==> config.mk <==
export PLATFORM = sky130hd
export DESIGN_NAME = yaw_integrator
export DESIGN_NICKNAME = d
export VERILOG_FILES = /design/src/rtl/yaw_integrator.sv
export SDC_FILE = /design/constraint.sdc
export NUM_CORES = 1
export LEC_CHECK = 0
export BUFFER_PORTS_ARGS = -buffer_cell sky130_fd_sc_hd__buf_2
export CORE_MARGIN = 3
export CORE_UTILIZATION = 45
export CTS_BUF_LIST = sky130_fd_sc_hd__clkbuf_4 sky130_fd_sc_hd__clkbuf_8
export DETAILED_ROUTE_END_ITERATION = 7
export PLACE_DENSITY = 0.6
export SYNTH_ARGS = -nofsm -noshare
export SYNTH_HDL_FRONTEND = slang
export SYNTH_SLANG_ARGS = --single-unit
==> constraint.sdc <==
create_clock -name clk -period 11.03 [get_ports clk]
set_input_delay 0.5515 -clock clk [delete_from_list [all_inputs] [get_ports clk]]
set_output_delay 0.5515 -clock clk [all_outputs]
set_load 0.005 [all_outputs]
==> src/rtl/yaw_integrator.sv <==
// yaw_integrator: calibrates the gyro zero-rate offset, then integrates scaled yaw rate into a wrapping heading.
// Guardrail fusion is compiled in only when GUARDRAIL_FUSION_EN is defined.
module yaw_integrator #(
    parameter int CAL_SMPLS_LOG2 = 11,
    parameter int SCALE_NUM      = 31,
    parameter int SCALE_SHIFT    = 5,
    parameter int INT_W          = 27,
    parameter int HEAD_W         = 12,
    parameter int FUSION_MAG     = 12288
) (
    input  logic                     clk,
    input  logic                     rst_n,
    input  logic                     strt_cal,
    input  logic                     zero_hdg,
    input  logic                     vld,
    input  logic signed [15:0]       yaw_rt,
    input  logic                     moving,
    input  logic                     lftIR,
    input  logic                     rghtIR,
    output logic                     cal_done,
    output logic                     cal_busy,
    output logic                     rdy,
    output logic signed [HEAD_W-1:0] heading,
    output logic [7:0]               LED
);
    typedef enum logic [1:0] {IDLE, CAL, RUN} state_t;

    state_t                    state_q, state_d;
    logic [CAL_SMPLS_LOG2:0]   cnt_q, cnt_d;
    logic signed [INT_W-1:0]   acc_q, acc_d, fus;
    logic signed [18:0]        off_q, off_d, comp_q, comp_d, scaled;
    logic signed [25:0]        prod;
    logic                      vld_d1_q, vld_d2_q;

    assign cal_done = (state_q == CAL) && (cnt_q == {1'b1, {CAL_SMPLS_LOG2{1'b0}}});
    assign cal_busy = state_q == CAL;
    assign rdy      = vld_d2_q;
    assign heading  = acc_q[INT_W-1 -: HEAD_W];
    assign LED      = heading[HEAD_W-1 -: 8];
    assign prod     = 26'(comp_q) * 26'(SCALE_NUM);
    assign scaled   = 19'(prod >>> SCALE_SHIFT);

`ifdef GUARDRAIL_FUSION_EN
    assign fus = (lftIR & ~rghtIR) ? INT_W'(FUSION_MAG) :
                 (~lftIR & rghtIR) ? -INT_W'(FUSION_MAG) : '0;
`else
    logic unused_ir;
    assign unused_ir = &{1'b0, lftIR, rghtIR, FUSION_MAG[0]};
    assign fus = '0;
`endif

    always_comb begin
        state_d = state_q;
        cnt_d   = cnt_q;
        acc_d   = acc_q;
        off_d   = off_q;
        comp_d  = !vld ? comp_q : (state_q == RUN) ? (19'(yaw_rt) <<< 3) - off_q : 19'(yaw_rt);
        if (strt_cal) begin
            state_d = CAL;
            cnt_d   = '0;
            acc_d   = '0;
        end else if (cal_done) begin
            state_d = RUN;
            off_d   = acc_q[CAL_SMPLS_LOG2-3 +: 19];
            acc_d   = '0;
        end else if (state_q == RUN && zero_hdg) begin
            acc_d = '0;
        end else if (vld_d1_q && state_q == CAL) begin
            acc_d = acc_q + INT_W'(comp_q);
            cnt_d = cnt_q + {{CAL_SMPLS_LOG2{1'b0}}, 1'b1};
        end else if (vld_d1_q && state_q == RUN && moving) begin
            acc_d = acc_q + INT_W'(scaled) + fus;
        end
    end

    always_ff @(posedge clk or negedge rst_n) begin
        if (!rst_n) begin
            state_q  <= IDLE;
            cnt_q    <= '0;
            acc_q    <= '0;
            off_q    <= '0;
            comp_q   <= '0;
            vld_d1_q <= 1'b0;
            vld_d2_q <= 1'b0;
        end else begin
            state_q  <= state_d;
            cnt_q    <= cnt_d;
            acc_q    <= acc_d;
            off_q    <= off_d;
            comp_q   <= comp_d;
            vld_d1_q <= vld;
            vld_d2_q <= vld_d1_q;
        end
    end
endmodule

Word-level counts from Yosys, hierarchy flattened

Index checks and enable logic that the tools add are counted.

Reduce and logical (&&, ||, !) cells: 10
Mux-type cells: 12
Equal/unequal tests: 5
Add/subtract/negate cells: 4
Bitwise logic cells: 1
Multiply operators: 1

Operators with widths:

| operator                                                             | number |
|---|---|
| 27-bit two-way mux                                                   | 5 |
| 27-bit by 19-bit adder with 27-bit output                            | 2 |
| 12-bit two-way mux                                                   | 4 |
| 19-bit by 6-bit multiplier with 24-bit output, second input constant | 1 |
| 19-bit two-way mux                                                   | 1 |
| 19-bit subtractor                                                    | 1 |
| 12-bit by 1-bit adder with 12-bit output, second input constant      | 1 |
| 12-bit == test, second input constant                                | 1 |
| 1-bit logical AND                                                    | 5 |
| 5-bit nonzero test                                                   | 1 |
| 2-bit two-way mux                                                    | 2 |
| 2-bit != test, second input constant                                 | 2 |
| 2-bit nonzero test                                                   | 2 |
| 3-bit AND reduction                                                  | 1 |
| 2-bit by 1-bit == test with 1-bit output, second input constant      | 1 |
| 2-bit == test, second input constant                                 | 1 |
| 2-bit AND reduction                                                  | 1 |
| 1-bit NOT                                                            | 1 |

Logic and storage cells: 40
Input bits: 24
Register bits after elaboration: 81

Logic depth before layout (Yosys ltp)

Gate-level depths: netlist (run 1).

Depth in word-level cells: 8
Gate-level depth with buffers: 25
Depth with buffers taken out: 25

Worst setup path after synthesis (run 1)

No wires, ideal clock.

Kind: register to register
Start point: register comp_q[4]
End point: register acc_q[26]
Stages on the path, launching flop included: 25
Arrival: 6150 ps
Setup time: 133 ps
Slack: 4747 ps
Path buffers: 0
Path through: dfrtp_1 fa_1 fa_1 inv_1 fa_1 inv_1 ha_1 or3_1 o2111a_2 a211oi_4 o31a_2 o21ai_2 a21o_1 a21o_1 a211oi_1 o31ai_1 ha_1 nand4_1 or3_1 a211oi_1 o41ai_2 o21ai_1 nor4_1 a221oi_1 nand3_1

Word-level cells in the longest chain between the ends: 7
Elaborated cells between the ends (all ways): 8

RTL lines:

| what                                          | line | text |
|---|---|---|
| start, declared                               | 31   | `logic signed [18:0] off_q, off_d, comp_q, comp_d, scaled;` |
| start signal, assigned                        | 90   | `comp_q <= comp_d;` |
| 19-bit by 6-bit multiplier with 24-bit output | 40   | `assign prod = 26'(comp_q) * 26'(SCALE_NUM);` |
| 27-bit by 19-bit adder with 27-bit output     | 72   | `acc_d = acc_q + INT_W'(scaled) + fus;` |
| 27-bit two-way mux                            | 71   | `end else if (vld_d1_q && state_q == RUN && moving) begin` |
| 27-bit two-way mux *                          | 68   | `end else if (vld_d1_q && state_q == CAL) begin` |
| 27-bit two-way mux *                          | 66   | `end else if (state_q == RUN && zero_hdg) begin` |
| 27-bit two-way mux *                          | 62   | `end else if (cal_done) begin` |
| 27-bit two-way mux *                          | 58   | `if (strt_cal) begin` |
| end signal, assigned                          | 80   | `acc_q <= '0;` |
| end signal, assigned                          | 88   | `acc_q <= acc_d;` |
| end, declared                                 | 30   | `logic signed [INT_W-1:0] acc_q, acc_d, fus;` |

Mark *: on every way between the ends. The rest lies on a longest branch, timed or not. The select of a mux whose other input is x is not followed.
A chain may end at the register's enable or synchronous reset.

Final worst setup path (run 1)

Start point: register comp_q[11]
End point: register acc_q[26]

The elaborated chain is that of the path after synthesis.

==> results of run 1 <==
## cells by family after synthesis
kind of cell | count (synthesis)
AO/OA/AOI/OAI | 229
XOR/XNOR | 53
adder cells (fa/ha/maj) | 137
buffers and inverters | 173
flip-flops | 81
multiplexers | 5
AND/OR/NAND/NOR | 294
## power by group
group / switching (mW) / total [mW] / internal [mW]
combinational: 0.959 / 1.72 / 0.764
sequential: 0.0695 / 0.413 / 0.344
clock: 0.127 / 0.236 / 0.109
total: 1.16 / 2.37 / 1.22
## cell usage in the layout (no fill, tap or decap), types with 12 or more instances in the layout
master / netlist / final
a21o_1: 18 / 18
a21oi_1: 89 / 89
a31oi_1: 12 / 12
buf_2: 0 / 43
dfrtp_1: 81 / 81
fa_1: 51 / 51
ha_1: 86 / 86
inv_1: 122 / 122
nand2_1: 118 / 118
nand3_1: 19 / 19
nor2_1: 74 / 73
nor3_1: 18 / 18
o21ai_0: 35 / 35
xnor2_1: 32 / 32
xor2_1: 21 / 21
## cell usage after synthesis, types with 3 or more instances
master / n / area, um^2
clkbuf_1: 29 / 108.9
nand3b_1: 5 / 37.54
xor2_1: 21 / 183.9
a31oi_1: 12 / 75.07
and2_1: 5 / 31.28
nor2_1: 74 / 277.8
xnor2_1: 32 / 280.3
nor3b_1: 4 / 30.03
nand4_1: 8 / 50.05
a21oi_1: 89 / 445.4
and3_1: 5 / 31.28
o21a_1: 10 / 75.07
a211oi_1: 8 / 60.06
ha_1: 86 / 1076
fa_1: 51 / 1021
nor2b_1: 7 / 43.79
buf_4: 20 / 150.1
nand2_1: 118 / 442.9
o21bai_1: 7 / 52.55
a311oi_1: 3 / 26.28
dfrtp_1: 81 / 2027
a21o_1: 18 / 135.1
nor4_1: 8 / 50.05
inv_1: 122 / 457.9
nand2b_1: 4 / 25.02
o211ai_1: 5 / 37.54
nor3_1: 18 / 90.09
o21ai_0: 35 / 175.2
and4_1: 4 / 35.03
nand3_1: 19 / 95.09
or3_1: 9 / 56.30
o21ai_1: 11 / 55.05
o31ai_1: 9 / 67.56
## metal layers
metal / wire [um] / track usage (%) / vias up
met2: 8743 / 33.32 / 110
li1: - / - / 3309
met1: 8499 / 25.94 / 3113
met4: 313 / 4.844 / 0
met3: 732 / 4.370 / 24
met5: 0 / 0 / -
## layout make-up
cell class / instances / share of cell area, %
well taps: 225 / 3.259
repair buffers: 51 / 3.187
flip-flops and latches: 81 / 23.47
clock buffers: 9 / 1.434
clock inverters: 7 / 0.9416
inverters: 122 / 5.302
multi-input cells: 718 / 62.41
## worst max-delay path: cells and delay by family, from the launching register on
| family | cells | cell delay, ns |
|---|---|---|
| fa+ha+maj | 5 | 2.37 |
| mux | 1 | 0.28 |
| flops | 1 | 0.57 |
| buf+inv | 2 | 0.11 |
| simple gates | 7 | 1.53 |
| compound gates | 7 | 2.33 |
## metrics by stage
stage / power [mW] / area (um^2)
2_1_floorplan: 1.836 / 8139
3_3_place_gp: 2.133 / 8432
3_5_place_dp: 2.145 / 8432
4_1_cts: 2.398 / 8637
5_1_grt: 2.671 / 8637
6_report: 2.372 / 8637
## how the worst min path moves through the flow
stage | startpoint | to | slack (ns) | cells past startpoint
finish | rst_n | cnt_q[8] | 0.09 | 1
global route | rst_n | cnt_q[8] | 0.09 | 1
CTS | rst_n | cnt_q[8] | 0.09 | 1
detailed placement | vld_d1_q | rdy | 0.43 | 0
global placement | vld_d1_q | rdy | 0.43 | 0
floorplan | rst_n | acc_q[0] | 0.26 | 0
## sequential cells by signal, indices dropped and copies added (netlist names)
name and flops:
comp_q 19, off_q 19, state_q 2, vld_d1_q 1
rdy 1, acc_q 27, cnt_q 12
==> flow_metrics.env, run 1 <==
export IMPL_max_stage_delay_ns=0.57
export IMPL_crit_path_end_kind="flip-flop"
export IMPL_synth_area_per_cell_um2=8.374
export IMPL_synth_edf_count=0
export IMPL_finClkSkew_ns=0.01551
export IMPL_critPathMostFrequentCell="fa_1"
export IMPL_antenna_left=0
export IMPL_coreArea_um2=17480
export IMPL_yosys_most_used_dff="dfrtp_1"
export IMPL_cts_max_path_buffers=2
export IMPL_r2r_start="comp_q[11]"
export IMPL_report_final_slew_viol_count=0
export IMPL_worst_pin_slew_ns=1.117
export IMPL_grt_antenna_before_repair=0
export IMPL_dp_slack_ns=3.842
export IMPL_setup_tns_ns=0
export IMPL_r2r_cells=22
export IMPL_synth_cells=972
export IMPL_cts_root_buf="clkbuf_8"
export IMPL_initial_core_util_pct=46.57
export IMPL_io_buffers=44
export IMPL_synthAdderAreaFrac_pct=25.76
export IMPL_area_delta_synth_final_pct=6.118
export IMPL_synthArstFlopShare_pct=100.0
export IMPL_io_pins=47
export IMPL_hold_ws_ns=0.09136
export IMPL_grt_pass1_vias=6400
export IMPL_cts_resized=0
export IMPL_post_cts_buffers=0
export IMPL_p_leak_nw=4.231
export IMPL_route_vias_total=6556
export IMPL_drive_gt1_share_pct=7.692
export IMPL_synth_xor_area_share_pct=5.703
export IMPL_track_usage_pct=19.76
export IMPL_crit_type="flip-flop to flip-flop"
export IMPL_crit_chain="fa_1 -> fa_1 -> inv_1 -> fa_1 -> inv_1 -> ha_1 -> and4_1 -> and2_0 -> a211oi_4 -> o31a_2 -> o31ai_2 -> mux2i_1 -> nand3_1 -> ha_1 -> nand4_1 -> or3_1 -> a211oi_1 -> o41ai_2 -> o21ai_1 -> nor4_1 -> a221oi_1 -> nand3_1"
export IMPL_setup_violations_final=0
export IMPL_syn_area_um2=8139
export IMPL_place_congestion=0.8491
export IMPL_fmax_mhz=136.8
export IMPL_crit_arrival_ns=7.58
export IMPL_run_status="completed"
export IMPL_critPathLaunchType="flip-flop"
export IMPL_synth_top_family_by_area="adder cells"
export IMPL_grt_max_degree=53
export IMPL_seq_area_um2=2027
export IMPL_hp_class="primary input to async pin"
export IMPL_chipWidth_um=140.5
export IMPL_multi_input_area_um2=5390
export IMPL_die_h_um=140.5
export IMPL_clk_pin_slew_ns=0.10
export IMPL_hold_viol_final=0
export IMPL_setup_worst_path_end="acc_q[26]"
export IMPL_cts_tree="done"
export IMPL_r2r_end="acc_q[26]"
export IMPL_drt_pass1_iter_count=7
export IMPL_instances_no_fill=1213
export IMPL_worstPathMaxFanout=8
export IMPL_fin_crit_ns=7.310
export IMPL_rsz0062_at_grt="false"
export IMPL_worst_slack_ns=3.720
export IMPL_required_ns=11.30
export IMPL_num_fill_cells=1745
export IMPL_max_cap_viol_count=0
export IMPL_clock_sinks=81
export IMPL_dp_cells=1197
export IMPL_syn_nets=1133
export IMPL_muxShareOfSynthArea_pct=0.6610
export IMPL_synth_cell_type_count=60
export IMPL_crit_start="comp_q[11]"
export IMPL_p_per_area_nw_per_um2=274.6
export IMPL_h_tree_depth=3
export IMPL_yosysSeqAreaShare_pct=24.90
export IMPL_routed_wl_mm=18.29
export IMPL_viasPerCell=5.405
export IMPL_ys_ff_latch=81
export IMPL_rows=48
export IMPL_grt_pass1_wl_mm=31.89
export IMPL_vdd_drop_max_mv=0.1631
export IMPL_utilization_pct=49.42
export IMPL_slowest_stage="dfrtp_1"
export IMPL_detail_route_wl_per_cell_um=15.08
export IMPL_synth_compound_area_share_pct=17.52
export IMPL_dieArea_um2=19740
export IMPL_numCtsBuffers=9
export IMPL_nNetsFinal=1144
export IMPL_drc=0
export IMPL_hold_buffers=0
export IMPL_drt_iter0_drc=279
export IMPL_finalCritPeriodShare_pct=66.27
export IMPL_yosys_warnings=0
export IMPL_antenna_cells=0
export IMPL_slew_headroom_pct=25.39
export IMPL_synthSimpleGateAreaFrac_pct=16.54
export IMPL_dp_hpwl_mm=14.21
export IMPL_insertion_delay_ns=0.38
export IMPL_grt_overflow_total=0
export IMPL_setup_reg_to_reg_worst_slack_ns=3.72
Power figures use the tool's default switching activity.
==> inputs of run 2 (changes only) <==
--- a/config.mk
+++ b/config.mk
@@ -10,7 +10,7 @@
 export CORE_UTILIZATION = 45
 export CTS_BUF_LIST = sky130_fd_sc_hd__clkbuf_4 sky130_fd_sc_hd__clkbuf_8
 export DETAILED_ROUTE_END_ITERATION = 7
-export PLACE_DENSITY = 0.6
+export PLACE_DENSITY = 0.62
 export SYNTH_ARGS = -nofsm -noshare
 export SYNTH_HDL_FRONTEND = slang
 export SYNTH_SLANG_ARGS = --single-unit
==> constraint.sdc (replaced) <==
create_clock -name clk -period 6.6 [get_ports clk]
set_input_delay 0.33 -clock clk [delete_from_list [all_inputs] [get_ports clk]]
set_output_delay 0.33 -clock clk [all_outputs]
set_load 0.005 [all_outputs]
==> run 2 against run 1 <==
  * Non-clock buffer count is 22 higher
  * Setup slack worse by 3.4 ns
  * Cell count is 1.7% higher
  * Global-route usage is 0.30 points higher
  * Via count is 0.34% higher
  * Wire length is 3.0% higher
  * Clock-buffer cell count stayed put
  * Critical endpoint is now acc_q[24]
==> flow_metrics.env, run 2 (synthesized netlist as in run 1, its figures left out) <==
export IMPL_grt_antenna_before_repair=0
export IMPL_required_ns=6.93
export IMPL_reg_largest_list="acc_q (27), comp_q (19), off_q (19)"
export IMPL_report_final_slew_viol_count=0
export IMPL_num_fill_cells=1699
export IMPL_area_delta_synth_final_pct=9.039
export IMPL_hold_ws_ns=0.2247
export IMPL_slew_headroom_pct=22.09
export IMPL_track_usage_pct=20.06
export IMPL_setup_violations_final=0
export IMPL_routed_wl_mm=18.84
export IMPL_initial_core_util_pct=46.57
export IMPL_min_from="yaw_rt[13]"
export IMPL_fin_crit_ns=6.304
export IMPL_io_pins=47
export IMPL_antenna_left=0
export IMPL_p_per_area_nw_per_um2=465.4
export IMPL_cts_tree="done"
export IMPL_p_leak_nw=4.349
export IMPL_chipWidth_um=140.5
export IMPL_run_status="completed"
export IMPL_vdd_drop_max_mv=0.2887
export IMPL_coreArea_um2=17480
export IMPL_grt_max_degree=47
export IMPL_dp_hpwl_mm=14.66
export IMPL_drt_iter0_drc=278
export IMPL_final_common_cell="inv_1"
export IMPL_max_stage_delay_ns=0.53
export IMPL_hold_viol_final=0
export IMPL_worstPathMaxFanout=5
export IMPL_crit_arrival_ns=6.63
export IMPL_critPathLaunchType="flip-flop"
export IMPL_utilization_pct=50.78
export IMPL_max_cap_viol_count=0
export IMPL_route_vias_total=6578
export IMPL_antenna_cells=0
export IMPL_insertion_delay_ns=0.39
export IMPL_detail_route_wl_per_cell_um=15.27
export IMPL_final_cell_mix="inv_1 (122), nand2_1 (117), a21oi_1 (86)"
export IMPL_r2r_start="comp_q[3]"
export IMPL_largest_register="acc_q"
export IMPL_io_buffers=44
export IMPL_hp_class="primary input to flip-flop"
export IMPL_cts_max_path_buffers=2
export IMPL_min_delay_path_depth=3
export IMPL_crit_start="comp_q[3]"
export IMPL_r2r_end="acc_q[24]"
export IMPL_crit_type="flip-flop to flip-flop"
export IMPL_drc=0
export IMPL_nNetsFinal=1166
export IMPL_rows=48
export IMPL_drive_gt1_share_pct=11.40
export IMPL_setup_reg_to_reg_worst_slack_ns=0.30
export IMPL_cts_root_buf="clkbuf_8"
export IMPL_viasPerCell=5.331
export IMPL_largest_reg_flops=27
export IMPL_min_to="comp_q[13]"
export IMPL_finClkSkew_ns=0.01638
export IMPL_clk_pin_slew_ns=0.10
export IMPL_h_tree_depth=3
export IMPL_grt_overflow_total=0
export IMPL_grt_pass1_wl_mm=32.12
export IMPL_worst_pin_slew_ns=1.169
export IMPL_clock_sinks=81
export IMPL_dieArea_um2=19740
export IMPL_slowest_stage="fa_1"
export IMPL_die_h_um=140.5
export IMPL_crit_path_end_kind="flip-flop"
export IMPL_grt_pass1_vias=6483
export IMPL_numCtsBuffers=9
export IMPL_r2r_cells=25
export IMPL_drt_pass1_iter_count=5
export IMPL_fmax_mhz=158.6
export IMPL_place_congestion=0.8615
export IMPL_finalCritPeriodShare_pct=95.52
==> run 2: metrics by stage <==
step | TNS (ns) | setup WS, ns | area [um^2] | std cells | total power, mW
after floorplan | 0 | 0.3166 | 8139 | 972 | 3.068
after global placement | 0 | 0.1110 | 8567 | 1215 | 3.637
after detailed placement | 0 | 0.06328 | 8567 | 1215 | 3.669
after CTS | 0 | 0.02965 | 8751 | 1231 | 4.048
after global routing | -0.08813 | -0.03728 | 8875 | 1234 | 4.626
final | 0 | 0.2958 | 8875 | 1234 | 4.131
==> run 2: worst max-delay path by stage <==
stage                     end  slack [ns]  cells after the start
floorplan           acc_q[26]        0.32                     24
global placement    acc_q[23]        0.11                     27
detailed placement  acc_q[26]        0.06                     25
CTS                 acc_q[26]        0.03                     25
global route        acc_q[24]       -0.04                     26
finish              acc_q[24]        0.30                     25
==> run 2: critical path: cells and delay by family, from the launching register on <==
family,cells,cell delay (ns)
AOI/OAI and AO/OA,13,2.53
adders and majority gates,5,2.24
DFF,1,0.46
and+or+nand+nor,2,0.43
xor gates and xnor gates,2,0.31
buffers and inverters,3,0.28
==> run 2: power by group <==
part / switching, mW / total [mW] / internal [mW]
clock network: 0.212 / 0.353 / 0.141
registers: 0.114 / 0.690 / 0.575
logic: 1.68 / 3.09 / 1.40
==> run 2: final cells by class <==
class | count | area [um^2] | share of cell area (%)
timing repair buffer | 73 | 442.9 | 4.991
multi-input combinational | 718 | 5487 | 61.82
sequential | 81 | 2032 | 22.90
clock buffer | 9 | 123.9 | 1.396
clock inverter | 6 | 50.05 | 0.5639
tap | 225 | 281.5 | 3.172
inverter | 122 | 457.9 | 5.160
==> run 2: routing by layer <==
metal  global-route usage (%)  vias to the layer above  wire length (um)
met2                    35.01                      104              9184
met3                    3.687                       23               823
li1                         -                     3335                 -
met1                    25.59                     3116              8482
met5                        0                        -                 0
met4                    5.354                        0               351
==> run 2: what timing repair did <==
action                                  4_1_cts  5_1_grt
hold buffers                                  1        0
endpoints found under the setup margin        0        6
hold endpoints to repair                     35        0
resized for setup                             0       23
buffers inserted                              0        3
==> inputs of run 3 (changes only) <==
--- a/config.mk
+++ b/config.mk
@@ -5,6 +5,7 @@
 export SDC_FILE = /design/constraint.sdc
 export NUM_CORES = 1
 export LEC_CHECK = 0
+export ABC_AREA = 1
 export BUFFER_PORTS_ARGS = -buffer_cell sky130_fd_sc_hd__buf_2
 export CORE_MARGIN = 3
 export CORE_UTILIZATION = 45
==> run 3 against run 2 <==
  * Clock-buffer cell count is 2 higher
  * Cell count is 22% higher
  * Clock skew is 0.0022 ns higher
  * Fmax is 8.5% higher
  * Die area is 8.6% higher
  * Global-route usage is 1.4 points higher
  * Synthesized cell count is 26% higher
  * Worst hold slack worse by 0.011 ns
  * Non-clock buffer count is 24 lower
  * First-iteration DRC count is 22% higher
  * Largest power group unchanged
==> flow_metrics.env, run 3 <==
export IMPL_max_cap_viol_count=0
export IMPL_route_vias_total=7774
export IMPL_hold_viol_final=0
export IMPL_nNetsFinal=1406
export IMPL_h_tree_depth=3
export IMPL_yosys_most_used_dff="dfrtp_1"
export IMPL_io_pins=47
export IMPL_switching_share_pct=54.54
export IMPL_max_stage_delay_ns=0.58
export IMPL_die_h_um=146.4
export IMPL_syn_nets=1386
export IMPL_synth_area_leaders="dfrtp_1 (23%), ha_1 (12%), fa_1 (12%), inv_1 (9.8%), nand2_1 (9.7%)"
export IMPL_sequentialPowerShare_pct=15.5
export IMPL_reg_largest_list="acc_q (27), comp_q (19), off_q (19)"
export IMPL_path_buf_inv=4
export IMPL_coreArea_um2=19020
export IMPL_combinationalPowerShare_pct=73.8
export IMPL_fin_crit_ns=5.810
export IMPL_dp_hpwl_mm=18.50
export IMPL_setup_violations_final=0
export IMPL_clk_pin_slew_ns=0.09
export IMPL_run_status="completed"
export IMPL_p_clk_share_pct=10.7
export IMPL_slowest_stage="dfrtp_1"
export IMPL_grt_antenna_before_repair=0
export IMPL_drc=0
export IMPL_report_final_slew_viol_count=0
export IMPL_cts_tree="done"
export IMPL_p_per_area_nw_per_um2=463.3
export IMPL_grt_max_degree=66
export IMPL_yosysSeqAreaShare_pct=22.85
export IMPL_synth_edf_count=0
export IMPL_p_int_mw=1.994
export IMPL_critPathTopFamily="adder cells"
export IMPL_antenna_cells=0
export IMPL_crit_path_end_kind="flip-flop"
export IMPL_synth_cells=1225
export IMPL_cts_root_buf="clkbuf_8"
export IMPL_insertion_delay_ns=0.37
export IMPL_synth_commonest_cells="inv_1 (231), nand2_1 (229), o21ai_0 (93)"
export IMPL_clock_sinks=81
export IMPL_track_usage_pct=21.47
export IMPL_synthArstFlopShare_pct=100.0
export IMPL_grt_pass1_wl_mm=37.49
export IMPL_p_switching_mw=2.392
export IMPL_post_synth_top_count_cell="inv_1"
export IMPL_place_congestion=0.8860
export IMPL_rsz0062_at_grt="false"
export IMPL_synth_area_per_cell_um2=7.241
export IMPL_syn_area_um2=8870
export IMPL_crit_arrival_ns=6.07
export IMPL_io_buffers=44
export IMPL_fmax_mhz=172.1
export IMPL_rows=50
export IMPL_critPathMostFrequentCell="nand2_1"
export IMPL_final_common_cell="inv_1"
export IMPL_ys_ff_latch=81
export IMPL_yosys_area_top_type="dfrtp_1"
export IMPL_totalPowerFinal_mw=4.386
export IMPL_synth_cell_type_count=48
export IMPL_hp_class="primary input to flip-flop"
export IMPL_p_leak_nw=4.883
export IMPL_final_cell_mix="inv_1 (231), nand2_1 (229), o21ai_0 (93)"
export IMPL_critPathLaunchType="flip-flop"
export IMPL_largest_reg_flops=27
export IMPL_cts_max_path_buffers=2
export IMPL_initial_core_util_pct=46.64
export IMPL_worstPathMaxFanout=7
export IMPL_area_delta_synth_final_pct=6.729
export IMPL_routed_wl_mm=22.86
export IMPL_setup_tns_ns=0
export IMPL_antenna_left=0
export IMPL_grt_overflow_total=0
export IMPL_worst_pin_slew_ns=1.091
export IMPL_finClkSkew_ns=0.01858
export IMPL_drt_pass1_iter_count=6
export IMPL_vdd_drop_max_mv=0.2392
export IMPL_dieArea_um2=21430
export IMPL_grt_pass1_vias=7487
export IMPL_drive_gt1_share_pct=8.080
export IMPL_yosys_warnings=0
export IMPL_crit_type="flip-flop to flip-flop"
export IMPL_synth_top_cell_area_share_pct=22.85
export IMPL_numCtsBuffers=9
export IMPL_setup_reg_to_reg_worst_slack_ns=0.79
export IMPL_chipWidth_um=146.4
export IMPL_viasPerCell=5.148
export IMPL_finalCritPeriodShare_pct=88.03
export IMPL_slew_headroom_pct=26.86
export IMPL_drt_iter0_drc=340
export IMPL_detail_route_wl_per_cell_um=15.14
export IMPL_required_ns=6.86
export IMPL_largest_register="acc_q"
[run 3: changes by cell type after synthesis, moves of 9 or more]
cell      delta
nand2_1    +111
o21ai_1     +18
a21oi_2     +10
o21ai_0     +58
inv_1      +109
nor2_1      +11
or3_1        -9
nand3_1     +43
xnor2_1     -22
clkbuf_1    -16
[run 3: area by class of cell]
type | instances | area [um^2]
sequential | 81 | 2027
tap | 260 | 325.3
timing repair buffer | 49 | 262.8
fill | 1951 | 9552
clock inverter | 5 | 110.1
multi-input combinational | 864 | 5695
inverter | 240 | 900.9
clock buffer | 11 | 145.1
[run 3: worst register-to-register path: cells and delay by family (launching register included)]
kind | cells | cell delay (ns)
flops | 1 | 0.58
fa+ha+maj | 5 | 2.28
compound gates | 5 | 0.64
simple gates | 15 | 2.00
buf+inv | 4 | 0.19
[run 3: metal layers]
layer | global-route usage [%] | routed length (um) | vias to the layer above
met3 | 2.545 | 763 | 29
met5 | 0 | 0 | -
li1 | - | - | 3980
met1 | 30.21 | 11180 | 3635
met2 | 35.38 | 10390 | 130
met4 | 5.409 | 518 | 0
[run 3: power groups by stage]
stage               combinational, mW  clock [mW]  sequential [mW]
floorplan                        2.50           0            0.658
global placement                 3.18           0            0.688
detailed placement               3.21           0            0.690
CTS                              3.23       0.479            0.681
global route                     3.71       0.496            0.697
finish                           3.24       0.469            0.680
[run 3: cell families (layout without fill, tap and decap cells)]
group	after synthesis	count (layout)	synth area share, %
adder cells (fa/ha/maj)	137	137	23.64
flip-flops	81	81	22.85
XOR/XNOR	26	26	2.567
AND/OR/NAND/NOR	427	427	20.47
buffers and inverters	280	305	12.94
multiplexers	2	2	0.2539
AO/OA/AOI/OAI	272	272	17.28
[run 3: per-stage QoR]
| stage | hold slack [ns] | std cells | utilization [%] | worst slack [ns] | cell area (um^2) |
|---|---|---|---|---|---|
| 5_1_grt | 0.2137 | 1510 | 49.78 | 0.4065 | 9467 |
| 2_1_floorplan | 0.03441 | 1225 | - | 1.719 | 8870 |
| 3_5_place_dp | 0.2226 | 1493 | 48.38 | 0.8624 | 9201 |
| 4_1_cts | 0.2086 | 1510 | 49.78 | 0.8352 | 9467 |
| 3_3_place_gp | 0.2186 | 1493 | 48.38 | 0.9018 | 9201 |
| 6_report | 0.2136 | 1510 | 49.78 | 0.7900 | 9467 |
[run 3: path summary, 6_finish.rpt]
path,start,end,depth (start not counted)
max,comp_q[5],acc_q[22],29
min,strt_cal,state_q[1],2
max reg2reg,comp_q[5],acc_q[22],29
min reg2reg,vld_d1_q,rdy,0
max in group asynchronous,rst_n,vld_d1_q,3
min in group asynchronous,rst_n,acc_q[4],2
[run 3: what timing repair did]
item                      CTS  global route
gates resized for setup     0             0
hold endpoints to repair   16             0
setup buffers               0             0
hold buffers                1             0
